### src/rtl/asin_search.sv
// asin_search: successive-approximation arcsine over a quarter-wave sine ROM.
// Takes a signed Q8.8 sine sample and returns the principal-range angle
// index (quadrants I and IV) on a valid/ready handshake, one ROM probe per
// clock. Define ASIN_ROUND_NEAREST_EN to add a ROUND cycle that picks the
// nearest table entry instead of the floor.
// The ROM contents are generated at elaboration and match ROM_FILE's image:
// entry i = round(2^W * sin(i*90deg/DEPTH)), saturated to 2^W-1.

module rom_async #(
  parameter int DEPTH = 64,
  parameter int WIDTH = 8,
  parameter int AW    = $clog2(DEPTH)
) (
  input  logic [AW-1:0]    addr,
  output logic [WIDTH-1:0] data
);
  // Taylor series keeps the table a pure constant function of its index.
  function automatic int sine_entry(input int i);
    real x, term, s, v;
    int  r;
    x    = real'(i) * 3.14159265358979 / (2.0 * real'(DEPTH));
    term = x;
    s    = x;
    for (int n = 1; n < 12; n++) begin
      term = -term * x * x / (real'(2 * n) * real'(2 * n + 1));
      s    = s + term;
    end
    v = s * real'(1 << WIDTH);
    r = $rtoi(v + 0.5);
    if (r > (1 << WIDTH) - 1) r = (1 << WIDTH) - 1;
    return r;
  endfunction

  logic [WIDTH-1:0] rom_mem [DEPTH];

  // NOTE: the table is constant wiring, so it has no reset and no clock.
  for (genvar i = 0; i < DEPTH; i++) begin : g_entry
    assign rom_mem[i] = WIDTH'(sine_entry(i));
  end

  assign data = rom_mem[addr];
endmodule

module asin_search #(
  parameter int ROM_DEPTH = 64,
  parameter int ROM_WIDTH = 8,
  parameter     ROM_FILE  = "sine_table_64x8.mem",
  parameter int ADDRW     = $clog2(4 * ROM_DEPTH)
) (
  input  logic                   clk,
  input  logic                   rst,
  input  logic                   in_valid,
  output logic                   in_ready,
  input  logic [2*ROM_WIDTH-1:0] sine_in,
  output logic                   out_valid,
  input  logic                   out_ready,
  output logic [ADDRW-1:0]       angle_id,
  output logic                   range_err
);
  localparam int TABW = $clog2(ROM_DEPTH);
  localparam int MAGW = ROM_WIDTH + 1;
  localparam int INW  = 2 * ROM_WIDTH;
  localparam logic [MAGW-1:0] FULL = {1'b1, {ROM_WIDTH{1'b0}}};

`ifdef ASIN_ROUND_NEAREST_EN
  typedef enum logic [1:0] {S_IDLE, S_SEARCH, S_ROUND, S_DONE} state_t;
`else
  typedef enum logic [1:0] {S_IDLE, S_SEARCH, S_DONE} state_t;
`endif

  state_t            state, state_nx;
  logic              sign_q;
  logic [MAGW-1:0]   mag_q;
  logic [TABW:0]     k_q;
  logic [TABW-1:0]   bit_q;
  logic [ADDRW-1:0]  angle_q;
  logic              range_err_q;

  logic [TABW-1:0]   trial;
  logic [TABW-1:0]   rom_addr;
  logic [ROM_WIDTH-1:0] tab_data;
  logic              hit;
  logic [TABW:0]     k_search_nx;
  logic [TABW:0]     k_final;
  logic [INW:0]      abs_in;
  logic              over;
  logic [MAGW-1:0]   mag_in;

  // Negative full-scale 0x8000 negates cleanly in INW+1 bits and then clamps.
  function automatic logic [ADDRW-1:0] map_angle(input logic s, input logic [TABW:0] k);
    if (s && (k != '0)) return ADDRW'(4 * ROM_DEPTH - int'(k));
    return ADDRW'(k);
  endfunction

  rom_async #(.DEPTH(ROM_DEPTH), .WIDTH(ROM_WIDTH)) u_rom (
    .addr (rom_addr),
    .data (tab_data)
  );

  assign abs_in      = sine_in[INW-1] ? ((INW+1)'(0) - {1'b1, sine_in}) : {1'b0, sine_in};
  assign over        = abs_in > (INW+1)'(FULL);
  assign mag_in      = over ? FULL : abs_in[MAGW-1:0];
  assign trial       = k_q[TABW-1:0] | (TABW'(1) << bit_q);
  assign hit         = {1'b0, tab_data} <= mag_q;
  assign k_search_nx = hit ? {1'b0, trial} : k_q;
  assign k_final     = (mag_q == FULL) ? (TABW+1)'(ROM_DEPTH) : k_search_nx;

`ifdef ASIN_ROUND_NEAREST_EN
  logic [MAGW-1:0] ek_q;
  logic [MAGW-1:0] e1;
  logic            round_up;

  assign e1       = (k_q == (TABW+1)'(ROM_DEPTH - 1)) ? FULL : {1'b0, tab_data};
  assign round_up = (k_q != (TABW+1)'(ROM_DEPTH)) && ((e1 - mag_q) < (mag_q - ek_q));
  assign rom_addr = (state == S_ROUND) ? (k_q[TABW-1:0] + TABW'(1)) : trial;

  // Track the table value of the current k so ROUND needs only one probe.
  always_ff @(posedge clk) begin
    if (rst) begin
      ek_q <= '0;
    end else if (state == S_IDLE && in_valid) begin
      ek_q <= '0;
    end else if (state == S_SEARCH && hit) begin
      ek_q <= {1'b0, tab_data};
    end
  end
`else
  assign rom_addr = trial;
`endif

  // State register.
  // NOTE: sequential state uses non-blocking assignments so every register samples pre-edge values.
  always_ff @(posedge clk) begin
    if (rst) state <= S_IDLE;
    else     state <= state_nx;
  end

  // Next-state logic.
  // NOTE: defaulting state_nx first keeps this block free of inferred latches.
  always_comb begin
    state_nx = state;
    case (state)
      S_IDLE:   if (in_valid) state_nx = S_SEARCH;
`ifdef ASIN_ROUND_NEAREST_EN
      S_SEARCH: if (bit_q == '0) state_nx = S_ROUND;
      S_ROUND:  state_nx = S_DONE;
`else
      S_SEARCH: if (bit_q == '0) state_nx = S_DONE;
`endif
      S_DONE:   if (out_ready) state_nx = S_IDLE;
      default:  state_nx = S_IDLE;
    endcase
  end

  // Handshake outputs decoded from state.
  always_comb begin
    in_ready  = (state == S_IDLE);
    out_valid = (state == S_DONE);
  end

  // Search datapath: capture, one bit decision per cycle, result mapping.
  always_ff @(posedge clk) begin
    if (rst) begin
      sign_q      <= 1'b0;
      mag_q       <= '0;
      k_q         <= '0;
      bit_q       <= TABW'(TABW - 1);
      angle_q     <= '0;
      range_err_q <= 1'b0;
    end else begin
      case (state)
        S_IDLE: if (in_valid) begin
          sign_q      <= sine_in[INW-1];
          mag_q       <= mag_in;
          range_err_q <= over;
          k_q         <= '0;
          bit_q       <= TABW'(TABW - 1);
        end
        S_SEARCH: begin
          bit_q <= bit_q - TABW'(1);
          if (bit_q == '0) begin
            k_q     <= k_final;
`ifndef ASIN_ROUND_NEAREST_EN
            angle_q <= map_angle(sign_q, k_final);
`endif
          end else begin
            k_q <= k_search_nx;
          end
        end
`ifdef ASIN_ROUND_NEAREST_EN
        S_ROUND: begin
          k_q     <= round_up ? k_q + (TABW+1)'(1) : k_q;
          angle_q <= map_angle(sign_q, round_up ? k_q + (TABW+1)'(1) : k_q);
        end
`endif
        default: ;
      endcase
    end
  end

  assign angle_id  = angle_q;
  assign range_err = range_err_q;
endmodule

### config.mk
export PLATFORM = sky130hd
export DESIGN_NAME = asin_search
export DESIGN_NICKNAME = d
export VERILOG_FILES = /design/src/rtl/asin_search.sv
export SDC_FILE = /design/constraint.sdc
export NUM_CORES = 1
export LEC_CHECK = 0
export ABC_AREA = 1
export BUFFER_PORTS_ARGS = -buffer_cell sky130_fd_sc_hd__buf_2
export CAP_MARGIN = 30
export CORE_MARGIN = 2
export CORE_UTILIZATION = 40
export DETAILED_ROUTE_END_ITERATION = 12
export PLACE_DENSITY_LB_ADDON = 0.1
export SLEW_MARGIN = 40
export SYNTH_ARGS = -nofsm -noshare
export SYNTH_HDL_FRONTEND = slang
export SYNTH_SLANG_ARGS = --single-unit
export TNS_END_PERCENT = 10
### constraint.sdc
create_clock -name clk -period 3.4 [get_ports clk]
set_input_delay 0 -clock clk [delete_from_list [all_inputs] [get_ports clk]]
set_output_delay 0 -clock clk [all_outputs]
set_load 0.005 [all_outputs]
==> results.yml, run 1 <==
logic_synthesis:
  yosysMostFrequentCell: "nand2_1"
  synthFlopType: "dfxtp_1"
  netlist_instances: 486
  synthTopCellsByCount: "nand2_1 (105), inv_1 (54), a21oi_1 (42), nand3_1 (39)"
  synth_area_sq_um: 3110
  synth_top_area_share_pct: 21.9
  ys_ff_latch: 34
  synth.distinct_cells: 48
  synthArstFlopShare_pct: 0
  seq_area_frac_synth_pct: 21.9
  avgSynthCellArea_sq_um: 6.39
  yosysTopAreaCell: "dfxtp_1"
  synth_area_leaders: "dfxtp_1 (22%), nand2_1 (13%), ha_1 (8.5%)"
  synth_nets: 527
  synth_edf_count: 0
  yosysWarningCount: 0
clock_network:
  htree_levels: 2
  clock_sinks: 34
  tritoncts: "done"
  ctsLongestPathBuffers: 2
  path_clk_slew_ps: 70
  cts_buffers: 5
  clk_latency_ps: 290
  cts_root_buf: "clkbuf_8"
min_path:
  min_path_type: "in2reg"
  hp-start: "sine_in[0]"
finish:
  area_growth_pct: 31.9
  layout-drive-gt1-share_pct: 30.8
  postLayoutCellArea_sq_um: 4100
  final_nets: 616
  diodes: 0
  utilization_pct: 53.9
die:
  start_util_pct: 40.8
  dieArea_sq_um: 8490
  ioPinCount: 31
  rows: 32
  core_sq_um: 7610
  dieWidth_um: 92.1
  die_h_um: 92.1
setup_path:
  worst-setup-path-type: "reg2reg"
  cp.arrival_ps: 3800
  startpoint_type: "flop"
  slowest_stage: "dfxtp_2"
  startpoint: "bit_q[5]$_SDFFE_PP0P_"
  crit_fanout: 5
  slowest_delay_ps: 330
  r2r-start: "bit_q[5]$_SDFFE_PP0P_"
  end_kind: "flop"
  required_ps: 3590
placed_design:
  port-buffer-count: 30
  pre_cts_slack_ps: -251
  place_area_sq_um: 3850
  hpwlAfterDp_um: 6800
  place_congestion: 0.944
pwr:
  powerDensity_nw_per_um2: 287
  seqPwrFrac_pct: 35.1
  p_int_mw: 0.791
  peakVddDrop_mv: 0.252
  total_power_mw: 1.18
  power_frac_comb_pct: 32.0
  p_sw_share_pct: 32.7
  pwr-share-clk_pct: 32.9
  power_leakage_nw: 1.95
  p_sw_mw: 0.384
run_status:
  outcome: "finished, violations left"
  violations: "setup timing"
timing:
  holdWs_ps: 21.3
  fmax_mhz: 277
  rsz0062_at_grt: "yes"
  fin_skew_ps: 5.90
  setup_violations: 7
  hold_viol_final: 0
  finalCriticalPeriod_ps: 3610
  maxSlewViolCount: 0
  fin_ws_ps: -211
  fin_crit_sh_pct: 106
  tightest_slew_ps: 662
  relSlewSlack_pct: 55.7
routing:
  dr.pass1.iters: 5
  num_vias: 3434
  viasPerCell: 5.07
  wire_per_inst_um: 12.8
  drt-initial-drc-count: 146
  drc: 0
  antenna_left: 0
  totalWireLength_um: 8650
global_routing:
  antenna_found_initial: 0
  grt_pass1_vias: 3248
  grt_max_degree: 27
  grt_pass1_wl_um: 15100
  grt.overflow.total: 0
  grtUsageTotal_pct: 22.0
run:
  maxCapViolCount: 0
==> cell usage in the layout (no fill, tap or decap), drive strengths merged, types with 2 or more instances in the layout <==
cell type	n
a211oi	2
a21boi	2
a21oi	44
a31oi	4
buf	96
clkbuf	6
dfxtp	34
ha	21
inv	72
nand2	113
nand3	45
nand3b	2
nand4	13
nor2	40
nor3	11
o211ai	7
o21ai	33
o22ai	2
or2	5
xnor2	3
xor2	9
==> power by group through the flow <==
stage          registers (mW)  clock network (mW)  logic (mW)
2_1_floorplan           0.421                   0       0.237
3_3_place_gp            0.422                   0       0.354
3_5_place_dp            0.421                   0       0.355
4_1_cts                 0.412               0.400       0.365
5_1_grt                 0.414               0.416       0.424
6_report                0.413               0.386       0.376
==> cell type report <==
type	instances	area, sq um
Fill cell	776	3510
Tap cell	102	128
Clock buffer	6	82.6
Inverter	72	270
Clock inverter	1	30.0
Timing Repair Buffer	97	672
Sequential cell	34	686
Multi-Input combinational cell	365	2230
==> flip-flops by register name, indices dropped and copies added (netlist names) <==
register	cells
k_q	7
state	2
mag_q	9
sign_q	1
bit_q	6
angle_id	8
range_err	1
==> stage by stage <==
| stage | setup TNS, ps | std cells |
|---|---|---|
| after floorplan | -51.9 | 486 |
| after global placement | -869 | 664 |
| after detailed placement | -1440 | 664 |
| after CTS | -641 | 676 |
| after global routing | -2920 | 677 |
| final | -1020 | 677 |
==> repair_timing <==
action,4_1_cts,5_1_grt
setup buffers,4,1
hold endpoints to repair,1,0
hold buffers,1,0
pin swaps,7,1
resized for setup,7,12
setup endpoints to repair,7,9
==> per-layer routing <==
| layer | track usage (%) | routed length, um |
|---|---|---|
| met5 | 0 | 0 |
| met4 | 7.84 | 180 |
| met3 | 3.20 | 315 |
| met2 | 36.3 | 3970 |
| met1 | 29.3 | 4190 |
==> critical path: cells and delay by family, from the launching register on <==
family | cells | cell delay [ps]
adder cells (fa/ha/maj) | 3 | 600
AND/OR/NAND/NOR | 16 | 1600
buffers and inverters | 5 | 390
flip-flops | 1 | 330
AO/OA/AOI/OAI | 4 | 570
==> final timing paths <==
kind / end / slack (ps) / cells after the start
setup / recovery: angle_id[5]$_SDFFE_PP0P_ / -210 / 28
hold / removal: mag_q[0]$_SDFFE_PP0P_ / 20 / 3
setup reg to reg: angle_id[5]$_SDFFE_PP0P_ / -210 / 28
hold reg to reg: mag_q[4]$_SDFFE_PP0P_ / 470 / 2
==> cell families (layout without fill, tap and decap cells) <==
logic type	after synthesis	count (layout)	share of synthesized area (%)
AND/OR/NAND/NOR	230	230	35.4
AO/OA/AOI/OAI	102	102	19.6
buffers and inverters	87	176	11.3
flip-flops	34	34	21.9
adder cells (fa/ha/maj)	21	21	8.46
XOR/XNOR	12	12	3.38
(Power assumes the default switching activity.)
==> run 2, diff against run 1 <==
==> constraint.sdc (replaced) <==
create_clock -name clk -period 3.4 [get_ports clk]
set_input_delay 0.68 -clock clk [delete_from_list [all_inputs] [get_ports clk]]
set_output_delay 0.68 -clock clk [all_outputs]
set_load 0.005 [all_outputs]
==> results.yml, run 2 (synthesized netlist as in run 1, its figures left out) <==
setup_path:
  slowest_delay_ps: 330
  worstPathBufferInverterCount: 6
  crit_fanout: 6
  cp.arrival_ps: 3700
  end_kind: "flop"
  cpMostUsedCell: "nand2_1"
  required_ps: 3590
  slowest_stage: "dfxtp_2"
  worst-setup-path-type: "reg2reg"
  startpoint_type: "flop"
  critPathTopFamily: "simple AND/OR/NAND/NOR gates"
global_routing:
  grt.overflow.total: 0
  grt_max_degree: 27
  grt_pass1_wl_um: 15300
  grtUsageTotal_pct: 21.9
  grt_pass1_vias: 3349
  antenna_found_initial: 0
timing:
  hold_viol_final: 0
  fmax_mhz: 285
  finalCriticalPeriod_ps: 3510
  holdWs_ps: 465
  tightest_slew_ps: 687
  rsz0062_at_grt: "yes"
  fin_skew_ps: 11.0
  relSlewSlack_pct: 54.0
  maxSlewViolCount: 0
  fin_ws_ps: -108
  fin_crit_sh_pct: 103
  setup_violations: 7
routing:
  totalWireLength_um: 8510
  dr.pass1.iters: 5
  antenna_left: 0
  drt-initial-drc-count: 157
  drc: 0
  wire_per_inst_um: 12.6
  viasPerCell: 5.08
  num_vias: 3422
clock_network:
  holdBufCountCts: 0
  clock_sinks: 34
  path_clk_slew_ps: 80
  tritoncts: "done"
  ctsLongestPathBuffers: 2
  clk_latency_ps: 280
  cts_root_buf: "clkbuf_8"
  htree_levels: 2
  cts_buffers: 5
die:
  die_h_um: 92.1
  rows: 32
  ioPinCount: 31
  start_util_pct: 40.8
  dieArea_sq_um: 8490
  core_sq_um: 7610
  dieWidth_um: 92.1
finish:
  top_register: "mag_q"
  diodes: 0
  final_cell_mix: "nand2_1 (99), buf_4 (60), inv_1 (50)"
  largest_reg_flops: 9
  area_growth_pct: 31.9
  final_nets: 612
  layout-drive-gt1-share_pct: 30.8
  postLayoutCellArea_sq_um: 4100
  layout_commonest_cell: "nand2_1"
placed_design:
  port-buffer-count: 30
  place_congestion: 0.944
  place_area_sq_um: 3860
  hpwlAfterDp_um: 6860
  pre_cts_slack_ps: -263
pwr:
  seqPwrFrac_pct: 35.7
  powerDensity_nw_per_um2: 283
  pwr-share-clk_pct: 31.5
  p_sw_share_pct: 33.1
  power_frac_comb_pct: 32.8
  p_int_mw: 0.775
  peakVddDrop_mv: 0.272
  p_sw_mw: 0.383
  power_leakage_nw: 1.92
min_path:
  min_path_type: "reg2reg"
run:
  maxCapViolCount: 0
run_status:
  violations: "setup timing"
  outcome: "finished, violations left"
run 2: worst register-to-register path, delay by kind of cell (launching register included):
kind | cells | cell delay [ps]
AND/OR/NAND/NOR | 20 | 1560
AO/OA/AOI/OAI | 3 | 450
adder cells (fa/ha/maj) | 3 | 600
buffers and inverters | 6 | 490
flip-flops | 1 | 330
run 2: final cells by class:
type / instances / area (sq um)
timing repair buffer: 93 / 643
multi-input combinational: 365 / 2260
tap: 102 / 128
inverter: 72 / 275
clock buffer: 7 / 76.3
clock inverter: 1 / 30.0
fill: 766 / 3510
sequential: 34 / 686
run 2: stage by stage:
stage / setup TNS (ps) / cells / utilization [%] / power [mW]
floorplan: -51.9 / 486 / - / 0.659
global placement: -848 / 665 / 50.8 / 0.776
detailed placement: -1500 / 665 / 50.8 / 0.779
CTS: -317 / 673 / 53.2 / 1.16
global route: -2610 / 674 / 53.9 / 1.24
finish: -421 / 674 / 53.9 / 1.16
run 2: final timing paths:
path                         endpoint  cells past startpoint  slack (ps)                   from
max reg2reg  angle_id[5]$_SDFFE_PP0P_                     32        -110  bit_q[5]$_SDFFE_PP0P_
min             mag_q[4]$_SDFFE_PP0P_                      2         460  mag_q[4]$_SDFFE_PP0P_
max          angle_id[5]$_SDFFE_PP0P_                     32        -110  bit_q[5]$_SDFFE_PP0P_
min reg2reg     mag_q[4]$_SDFFE_PP0P_                      2         460  mag_q[4]$_SDFFE_PP0P_
run 2: power groups by stage:
stage	logic (mW)	clock network, mW	registers (mW)
after floorplan	0.237	0	0.421
after global placement	0.355	0	0.422
after detailed placement	0.357	0	0.421
after CTS	0.372	0.374	0.414
after global routing	0.430	0.391	0.415
final	0.380	0.365	0.414
run 2: timing repair:
| item | in CTS | in global routing |
|---|---|---|
| setup buffers | 0 | 1 |
| pin swaps | 13 | 7 |
| gates resized for setup | 18 | 12 |
| endpoints found under the setup margin | 7 | 9 |
run 2: per-layer routing:
layer | share of wire, % | routed length, um | up-vias | GRT usage (%)
li1 | - | - | 1781 | -
met4 | 1.2 | 99 | 0 | 5.10
met5 | 0 | 0 | - | 0
met1 | 47 | 4040 | 1557 | 29.7
met3 | 4.0 | 342 | 9 | 3.12
met2 | 47 | 4030 | 75 | 36.7
==> run 3, diff against run 2 <==
BUFFER_PORTS_ARGS = -buffer_cell sky130_fd_sc_hd__buf_4   (was -buffer_cell sky130_fd_sc_hd__buf_2)
==> results.yml, run 3 (synthesized netlist as in run 1, its figures left out) <==
timing:
  finalCriticalPeriod_ps: 3550
  fin_ws_ps: -153
  maxSlewViolCount: 0
  fin_skew_ps: 7.28
  relSlewSlack_pct: 56.8
  holdWs_ps: 470
  fin_crit_sh_pct: 105
  rsz0062_at_grt: "yes"
  fmax_mhz: 281
  tightest_slew_ps: 646
  setup_violations: 7
  hold_viol_final: 0
pwr:
  p_sw_share_pct: 32.6
  powerDensity_nw_per_um2: 281
  pwr-share-clk_pct: 32.2
  p_int_mw: 0.801
  peakVddDrop_mv: 0.163
  p_sw_mw: 0.387
  seqPwrFrac_pct: 34.7
  power_frac_comb_pct: 33.1
  power_leakage_nw: 1.97
die:
  die_h_um: 92.1
  ioPinCount: 31
  dieWidth_um: 92.1
  rows: 32
  dieArea_sq_um: 8490
  core_sq_um: 7610
  start_util_pct: 40.8
placed_design:
  place_area_sq_um: 3930
  hpwlAfterDp_um: 6720
  port-buffer-count: 30
  place_congestion: 0.965
min_path:
  min_path_type: "reg2reg"
  hp-start: "mag_q[5]$_SDFFE_PP0P_"
  min_path_cells: 2
  whs_endpoint: "mag_q[5]$_SDFFE_PP0P_"
run:
  maxCapViolCount: 0
finish:
  diodes: 0
  largest_reg_flops: 9
  postLayoutCellArea_sq_um: 4230
  area_growth_pct: 36.1
  layout-drive-gt1-share_pct: 32.6
  final_nets: 614
  final_cell_mix: "nand2_1 (92), buf_4 (92), inv_1 (51)"
  top_register: "mag_q"
clock_network:
  clk_latency_ps: 290
  path_clk_slew_ps: 70
  holdBufCountCts: 0
  htree_levels: 2
  tritoncts: "done"
  ctsLongestPathBuffers: 2
  clock_sinks: 34
  cts_buffers: 5
  cts_root_buf: "clkbuf_8"
setup_path:
  r2r-start: "bit_q[5]$_SDFFE_PP0P_"
  regToRegSetupSlack_ps: -150
  slowest_stage: "dfxtp_2"
  cpMostUsedCell: "nand2_2"
  worst-setup-path-type: "reg2reg"
  end_kind: "flop"
  worst-r2r-cell-count: 30
  rr_endpoint: "angle_id[3]$_SDFFE_PP0P_"
  startpoint_type: "flop"
  cp.arrival_ps: 3750
  slowest_delay_ps: 330
  required_ps: 3590
  crit_fanout: 6
global_routing:
  grt_use_met3_pct: 2.63
  grt_max_degree: 27
  grt.overflow.total: 0
  grt_pass1_wl_um: 14600
  top_usage_layer: "met2"
  grtUsageTotal_pct: 20.7
  grt_use_met1_pct: 27.1
  grt_pass1_vias: 3239
  use_met2_pct: 35.3
  antenna_found_initial: 0
routing:
  antenna_left: 0
  wire_per_inst_um: 12.4
  viasPerCell: 5.05
  dr.pass1.iters: 4
  totalWireLength_um: 8380
  num_vias: 3412
  drc: 0
  drt-initial-drc-count: 106
run_status:
  violations: "setup timing"
  outcome: "finished, violations left"
==> run 3: cell count changes in the layout (fill, tap and decap cells not counted), sizes merged <==
cell	change
buf	+2
clkbuf	-1
==> run 3: power by group through the flow <==
stage	Combinational [mW]	Clock, mW	Sequential [mW]
2_1_floorplan	0.237	0	0.421
3_3_place_gp	0.355	0	0.421
3_5_place_dp	0.362	0	0.421
4_1_cts	0.381	0.398	0.413
5_1_grt	0.439	0.408	0.413
6_report	0.393	0.383	0.413
==> run 3: worst max path at each step <==
stage | depth (start not counted) | slack [ps] | endpoint | from
floorplan | 32 | -30 | angle_id[5]$_SDFFE_PP0P_ | bit_q[4]$_SDFFE_PP0P_
global placement | 27 | -230 | angle_id[3]$_SDFFE_PP0P_ | bit_q[0]$_SDFFE_PP1P_
detailed placement | 30 | -240 | angle_id[3]$_SDFFE_PP0P_ | bit_q[5]$_SDFFE_PP0P_
CTS | 27 | -80 | angle_id[6]$_SDFFE_PP0P_ | bit_q[5]$_SDFFE_PP0P_
global route | 31 | -430 | angle_id[5]$_SDFFE_PP0P_ | bit_q[5]$_SDFFE_PP0P_
finish | 30 | -150 | angle_id[3]$_SDFFE_PP0P_ | bit_q[5]$_SDFFE_PP0P_
==> run 3: final cells by class <==
type | instances | area [sq um]
clock buffers | 6 | 82.6
clock inverters | 1 | 30.0
fillers | 783 | 3380
inverters | 72 | 275
multi-input cells | 365 | 2280
flip-flops and latches | 34 | 688
well taps | 102 | 128
repair buffers | 95 | 742
==> run 3: timing repair <==
| action | in CTS | in global routing |
|---|---|---|
| setup buffers | 4 | 1 |
| gates resized for setup | 27 | 12 |
| pin swaps | 16 | 13 |
| endpoints found under the setup margin | 7 | 8 |
==> run 3: worst max-delay path, delay by kind of cell, from the launching register on <==
family	cells	cell delay (ps)
AND/OR/NAND/NOR	20	1800
AO/OA/AOI/OAI	2	280
buffers and inverters	5	320
adder cells (fa/ha/maj)	3	720
flip-flops	1	330
==> run 3: stage by stage <==
| stage | instances | setup WS, ps | power (mW) | utilization (%) | TNS [ps] |
|---|---|---|---|---|---|
| after global placement | 663 | -232 | 0.776 | 51.7 | -1280 |
| final | 675 | -153 | 1.19 | 55.6 | -831 |
| after global routing | 675 | -435 | 1.26 | 55.6 | -2700 |
| after CTS | 674 | -82.8 | 1.19 | 55.0 | -432 |
| after detailed placement | 663 | -239 | 0.783 | 51.7 | -1340 |
| after floorplan | 486 | -27.7 | 0.659 | - | -51.9 |
==> run 3: layer usage <==
metal	vias to the layer above	wire length, um
met5	-	0
met4	0	151
met3	18	223
met2	54	3930
met1	1557	4080
li1	1783	-
